$ cat src/rtl/rgb565_to_ycbcr.sv
// rgb565_to_ycbcr: 3-stage RGB565 -> YCbCr (BT.601 8-bit) converter; define YCBCR_PIXCNT_EN for the per-frame pixel counter
module rgb565_to_ycbcr (
   input  logic        clk,
   input  logic        rst_n,
   input  logic        pre_frame_vsync,
   input  logic        pre_frame_href,
   input  logic        pre_frame_de,
   input  logic [4:0]  img_red,
   input  logic [5:0]  img_green,
   input  logic [4:0]  img_blue,
   output logic        post_frame_vsync,
   output logic        post_frame_href,
   output logic        post_frame_de,
   output logic [7:0]  img_y,
   output logic [7:0]  img_cb,
   output logic [7:0]  img_cr
`ifdef YCBCR_PIXCNT_EN
   ,
   output logic [19:0] frame_pix_cnt
`endif
);
   logic [15:0] r16, g16, b16;
   logic [8:0][15:0] prod_d, prod_q;
   logic [16:0] y_d, y_q, cb_d, cb_q, cr_d, cr_q;
   logic [2:0] vs_d, vs_q, hr_d, hr_q, de_d, de_q;
   logic [7:0] y8_d, y8_q, cb8_d, cb8_q, cr8_d, cr8_q;
   // Expand to 8 bits, form products, sums and de-gated outputs
   always_comb begin
      r16 = {8'd0, img_red, img_red[4:2]};
      g16 = {8'd0, img_green, img_green[5:4]};
      b16 = {8'd0, img_blue, img_blue[4:2]};
      prod_d[0] = 16'd77 * r16;
      prod_d[1] = 16'd150 * g16;
      prod_d[2] = 16'd29 * b16;
      prod_d[3] = 16'd43 * r16;
      prod_d[4] = 16'd85 * g16;
      prod_d[5] = 16'd128 * b16;
      prod_d[6] = 16'd128 * r16;
      prod_d[7] = 16'd107 * g16;
      prod_d[8] = 16'd21 * b16;
      y_d  = {1'b0, prod_q[0]} + {1'b0, prod_q[1]} + {1'b0, prod_q[2]};
      cb_d = {1'b0, prod_q[5]} + 17'd32768 - {1'b0, prod_q[3]} - {1'b0, prod_q[4]};
      cr_d = {1'b0, prod_q[6]} + 17'd32768 - {1'b0, prod_q[7]} - {1'b0, prod_q[8]};
      y8_d  = de_q[1] ? y_q[15:8] : 8'd0;
      cb8_d = de_q[1] ? cb_q[15:8] : 8'd0;
      cr8_d = de_q[1] ? cr_q[15:8] : 8'd0;
      vs_d = {vs_q[1:0], pre_frame_vsync};
      hr_d = {hr_q[1:0], pre_frame_href};
      de_d = {de_q[1:0], pre_frame_de};
   end
   // Pipeline registers; reset flushes any in-flight pixels
   always_ff @(posedge clk or negedge rst_n) begin
      if (!rst_n) begin
         prod_q <= '0;
         y_q    <= '0;
         cb_q   <= '0;
         cr_q   <= '0;
         y8_q   <= '0;
         cb8_q  <= '0;
         cr8_q  <= '0;
         vs_q   <= '0;
         hr_q   <= '0;
         de_q   <= '0;
      end else begin
         prod_q <= prod_d;
         y_q    <= y_d;
         cb_q   <= cb_d;
         cr_q   <= cr_d;
         y8_q   <= y8_d;
         cb8_q  <= cb8_d;
         cr8_q  <= cr8_d;
         vs_q   <= vs_d;
         hr_q   <= hr_d;
         de_q   <= de_d;
      end
   end
   assign img_y  = y8_q;
   assign img_cb = cb8_q;
   assign img_cr = cr8_q;
   assign post_frame_vsync = vs_q[2];
   assign post_frame_href  = hr_q[2];
   assign post_frame_de    = de_q[2];
`ifdef YCBCR_PIXCNT_EN
   logic [19:0] cnt_d, cnt_q, fcnt_d, fcnt_q;
   logic        pvs_d, pvs_q, rise;
   // Count output de cycles; on post vsync rise latch the old count and restart
   always_comb begin
      rise   = vs_q[2] & ~pvs_q;
      pvs_d  = vs_q[2];
      cnt_d  = rise ? {19'd0, de_q[2]} :
               (de_q[2] && cnt_q != 20'hFFFFF) ? cnt_q + 20'd1 : cnt_q;
      fcnt_d = rise ? cnt_q : fcnt_q;
   end
   // Counter state
   always_ff @(posedge clk or negedge rst_n) begin
      if (!rst_n) begin
         cnt_q  <= '0;
         fcnt_q <= '0;
         pvs_q  <= 1'b0;
      end else begin
         cnt_q  <= cnt_d;
         fcnt_q <= fcnt_d;
         pvs_q  <= pvs_d;
      end
   end
   assign frame_pix_cnt = fcnt_q;
`endif
endmodule
$ cat config.mk
export PLATFORM = sky130hd
export DESIGN_NAME = rgb565_to_ycbcr
export DESIGN_NICKNAME = d
export VERILOG_FILES = /design/src/rtl/rgb565_to_ycbcr.sv
export SDC_FILE = /design/constraint.sdc
export NUM_CORES = 1
export LEC_CHECK = 0
export BUFFER_PORTS_ARGS = -buffer_cell sky130_fd_sc_hd__clkbuf_2
export CAP_MARGIN = 5
export CORE_UTILIZATION = 57
export CTS_CLUSTER_SIZE = 16
export DETAILED_ROUTE_END_ITERATION = 10
export PLACE_DENSITY = 0.77
export SYNTH_ARGS = -nofsm -noshare
export SYNTH_HDL_FRONTEND = slang
export SYNTH_SLANG_ARGS = --single-unit
$ cat constraint.sdc
create_clock -name clk -period 2.4 [get_ports clk]
set_input_delay 0.36 -clock clk [delete_from_list [all_inputs] [get_ports clk]]
set_output_delay 0.36 -clock clk [all_outputs]
set_load 0.02 [all_outputs]
==> summary.md <==
| Metric | Value |
|---|---|
| DRC Markers | 0 |
| Fraction of layout cells with a size suffix above 1 | between 40% and 50% |
| Main synth FF type | dfrtp_1 |
| Final antenna-violating net count | 0 |
| Final Core Density | around 85% |
| Post-synthesis cell count | 1073 |
| CP Capture Type | flop |
| CTS tree | built |
| Vias post-DR | slightly above 10000 |
| Worst slack, placed | -1390 ps |
| Max clock buf depth | 2 |
| Worst Path Max Fanout | 4 |
| RSZ-0062 raised after global routing | yes |
| Worst-margin pin slew | 698 ps |
| HP Class | input pin to flop |
| Vias in the first global route | 10900 |
| H-tree depth | 4 |
| Layout area overhead | 46.1% |
| Post-synth EDFFs | 0 |
| Power per Cell Area | approximately 1400 mW/mm^2 |
| Register area share after synthesis | approximately a third |
| Hold_ws | ~32 ps |
| Largest net degree at the start of global routing | 56 |
| Clk_lat worst skew | 430 ps |
| I/O Buffers | between 40 and 50 |
| Leak | 0.00855 uW |
| Avg WL per Cell | between 20 and 30 microns |
| Pre-Repair DR Iteration Count | 5 |
| Final setup violation count | 72 |
| Req. time, crit path | approximately 2700 ps |
| Period Utilization, post-route | 136% |
| Initial DRC count | between 700 and 800 |
| Starting Density | 58.4% |
| Async set-reset flop share out of synthesis | between 90% and 100% |
| Final wirelength | between 40000 and 50000 microns |
| Critical path startpoint category | input pin |
| Met3 Track Usage GR | under 10% |
| DP Wirelength | between 20000 and 25000 microns |
| Setup Skew | around 9.2 ps |
| Max-cap viol count | 0 |
| Core area | about 0.020 sq mm |
| Core Rows | between 50 and 60 |
| Syn Nets | 1429 |
| Mean Syn Cell Area | ~11 sq um |
| Post-DP Area | 0.0147 sq mm |
| Max Freq | just over 300 MHz |
| Sink Count | ~150 |
| Die area | 0.0215 sq mm |
| Vias/cell | 6.11 |
| Met1 GRT Util | 40.1% |
| Die Wd | roughly 150 microns |
| Synth Cell Area | around 0.012 sq mm |
| GP Congestion | between 0.8 and 0.9 |
| Relative max-transition margin | a little over half |
| Antenna violations before repair | 1 |
| Fin. max-slew vios | 0 |
| Busiest grt layer | met2 |
| Status | finished with violations |
| Met2 Resource Use GR | 61.3% |
| Maximum vdd drop | between 1000 and 1500 uV |
| Failing checks | negative setup slack |
| First-pass GRT wire length | 56800 microns |
| Synth unique cells | 54 |
| Final setup margin | -862 ps |
| Fin area | 0.0174 sq mm |
| Clock-pin slew on the worst setup and hold paths | roughly 70 ps |
| CTS Buf Count | 17 |
| Final Critical Period | about 3300 ps |
| Clk root buf | clkbuf_16 |
| YS warnings | 0 |
| Data arrival, critical path | ~3600 ps |
| Final #Nets | ~1800 |
| Gr usage total | 34.9% |
| Congestion Overflow GR | 0 |
| IO Pins | 48 |
| Kind of critical path | input pin to flop |
| Chip height | around 150 microns |
| Post-synthesis register bit count | 153 |
| Final hold vios | 0 |
## per-layer routing
layer | share of wire, % | wire, microns
met3 | 7.5 | 3190
met1 | 36 | 15300
met5 | 0 | 0
met2 | 49 | 20800
met4 | 7.9 | 3360
## where the power goes
group / leakage, uW / internal (uW) / switching, uW / total, uW
sequential: 0.00182 / 3630 / 608 / 4240
combinational: 0.00644 / 8360 / 9160 / 17500
clock: 0.000288 / 1590 / 1240 / 2830
## registers in the layout, indices dropped and copies added (netlist names), 8 cells and up
name / flops
img_cr: 8
img_y: 8
y_q: 8
cr_q: 8
prod_q: 96
img_cb: 8
cb_q: 8
## per-stage QoR
stage	cells	setup TNS, ps	power, uW
finish	1688	-28250	24600
global route	1687	-31660	25500
CTS	1673	-18290	20500
detailed placement	1607	-51650	15100
global placement	1607	-47590	14400
floorplan	1073	-21930	11200
## timing repair
action / in CTS / in global routing
hold endpoints to repair: 53 / 0
hold buffers: 1 / 0
pin swaps: 147 / 133
setup buffers: 37 / 33
gates resized for setup: 175 / 156
endpoints found under the setup margin: 66 / 73
## logic make-up (layout without fill, tap and decap cells)
family | after synthesis | after routing | synth area share, %
AO/OA/AOI/OAI | 156 | 156 | 8.59
XOR/XNOR | 79 | 79 | 5.82
adder cells (fa/ha/maj) | 335 | 335 | 40.2
buffers and inverters | 182 | 526 | 5.74
flip-flops | 153 | 153 | 32.2
multiplexers | 1 | 1 | 0.0842
other | 0 | 1 | 0
AND/OR/NAND/NOR | 167 | 167 | 7.42
## path summary, 6_finish.rpt
check | from | end | slack [ps] | cells after the start
min reg2reg | hr_q[1] | hr_q[2] | 350 | 0
min | pre_frame_href | hr_q[0] | 30 | 1
max reg2reg | prod_q[44] | y_q[15] | -750 | 7
max | img_green[5] | prod_q[78] | -860 | 17
max in group asynchronous | rst_n | prod_q[43] | 1260 | 3
min in group asynchronous | rst_n | prod_q[57] | 440 | 2
## Yosys cell counts, types with 3 or more instances
master	instances	area share, %
a31oi_1	5	0.26
nand3_1	8	0.34
o22ai_1	3	0.16
ha_1	257	27
and2_1	29	1.5
o211ai_1	3	0.19
nor2_1	40	1.3
o21a_1	9	0.57
o21bai_1	10	0.63
xor2_1	29	2.1
or3_1	3	0.16
nor4_1	3	0.16
dfrtp_1	153	32
a21oi_1	54	2.3
nand2b_1	12	0.63
o21ai_0	29	1.2
fa_1	78	13
xnor2_1	50	3.7
inv_1	180	5.7
nor2b_1	7	0.37
and3_1	4	0.21
a21o_1	14	0.88
nand3b_1	5	0.32
nand2_1	21	0.66
or4_1	6	0.38
nor3_1	18	0.76
nand4_1	7	0.37
a31o_2	3	0.22
## critical path, cell delays in order
cell	delay [ps]
clkbuf_16	140
buf_6	120
ha_4	270
inv_4	30
fa_1	530
inv_2	60
ha_4	270
inv_2	30
fa_1	480
inv_2	50
ha_4	210
buf_6	120
a211oi_4	270
o21ai_2	100
a31o_2	220
a21oi_2	160
xnor2_1	170
## layout make-up
cell class	count	area, sq um
clock inverters	14	159
diodes	1	2.50
fillers	783	2990
multi-input cells	738	9290
flip-flops and latches	153	3830
well taps	270	338
inverters	180	693
clock buffers	18	439
repair buffers	314	2620
## cell usage in the layout, fill, tap and decap left out, types with 6 or more instances in the layout
master / netlist / final
a21o_1: 14 / 14
a21oi_1: 54 / 16
a21oi_2: 1 / 25
a21oi_4: 1 / 15
and2_1: 29 / 26
buf_4: 0 / 220
buf_6: 0 / 44
buf_8: 0 / 6
clkbuf_16: 0 / 23
clkbuf_2: 0 / 33
dfrtp_1: 153 / 151
fa_1: 78 / 71
fa_2: 0 / 7
ha_1: 257 / 180
ha_4: 0 / 72
inv_1: 180 / 136
inv_2: 0 / 38
nand2_1: 21 / 16
nand2b_1: 12 / 10
nand4_1: 7 / 7
nor2_1: 40 / 26
nor2_2: 0 / 8
nor2_4: 0 / 6
nor2b_1: 7 / 6
nor3_1: 18 / 14
o21a_1: 9 / 8
o21ai_2: 0 / 17
or4_1: 6 / 6
xnor2_1: 50 / 32
xnor2_2: 0 / 14
xor2_1: 29 / 25
(Power assumes the default switching activity.)
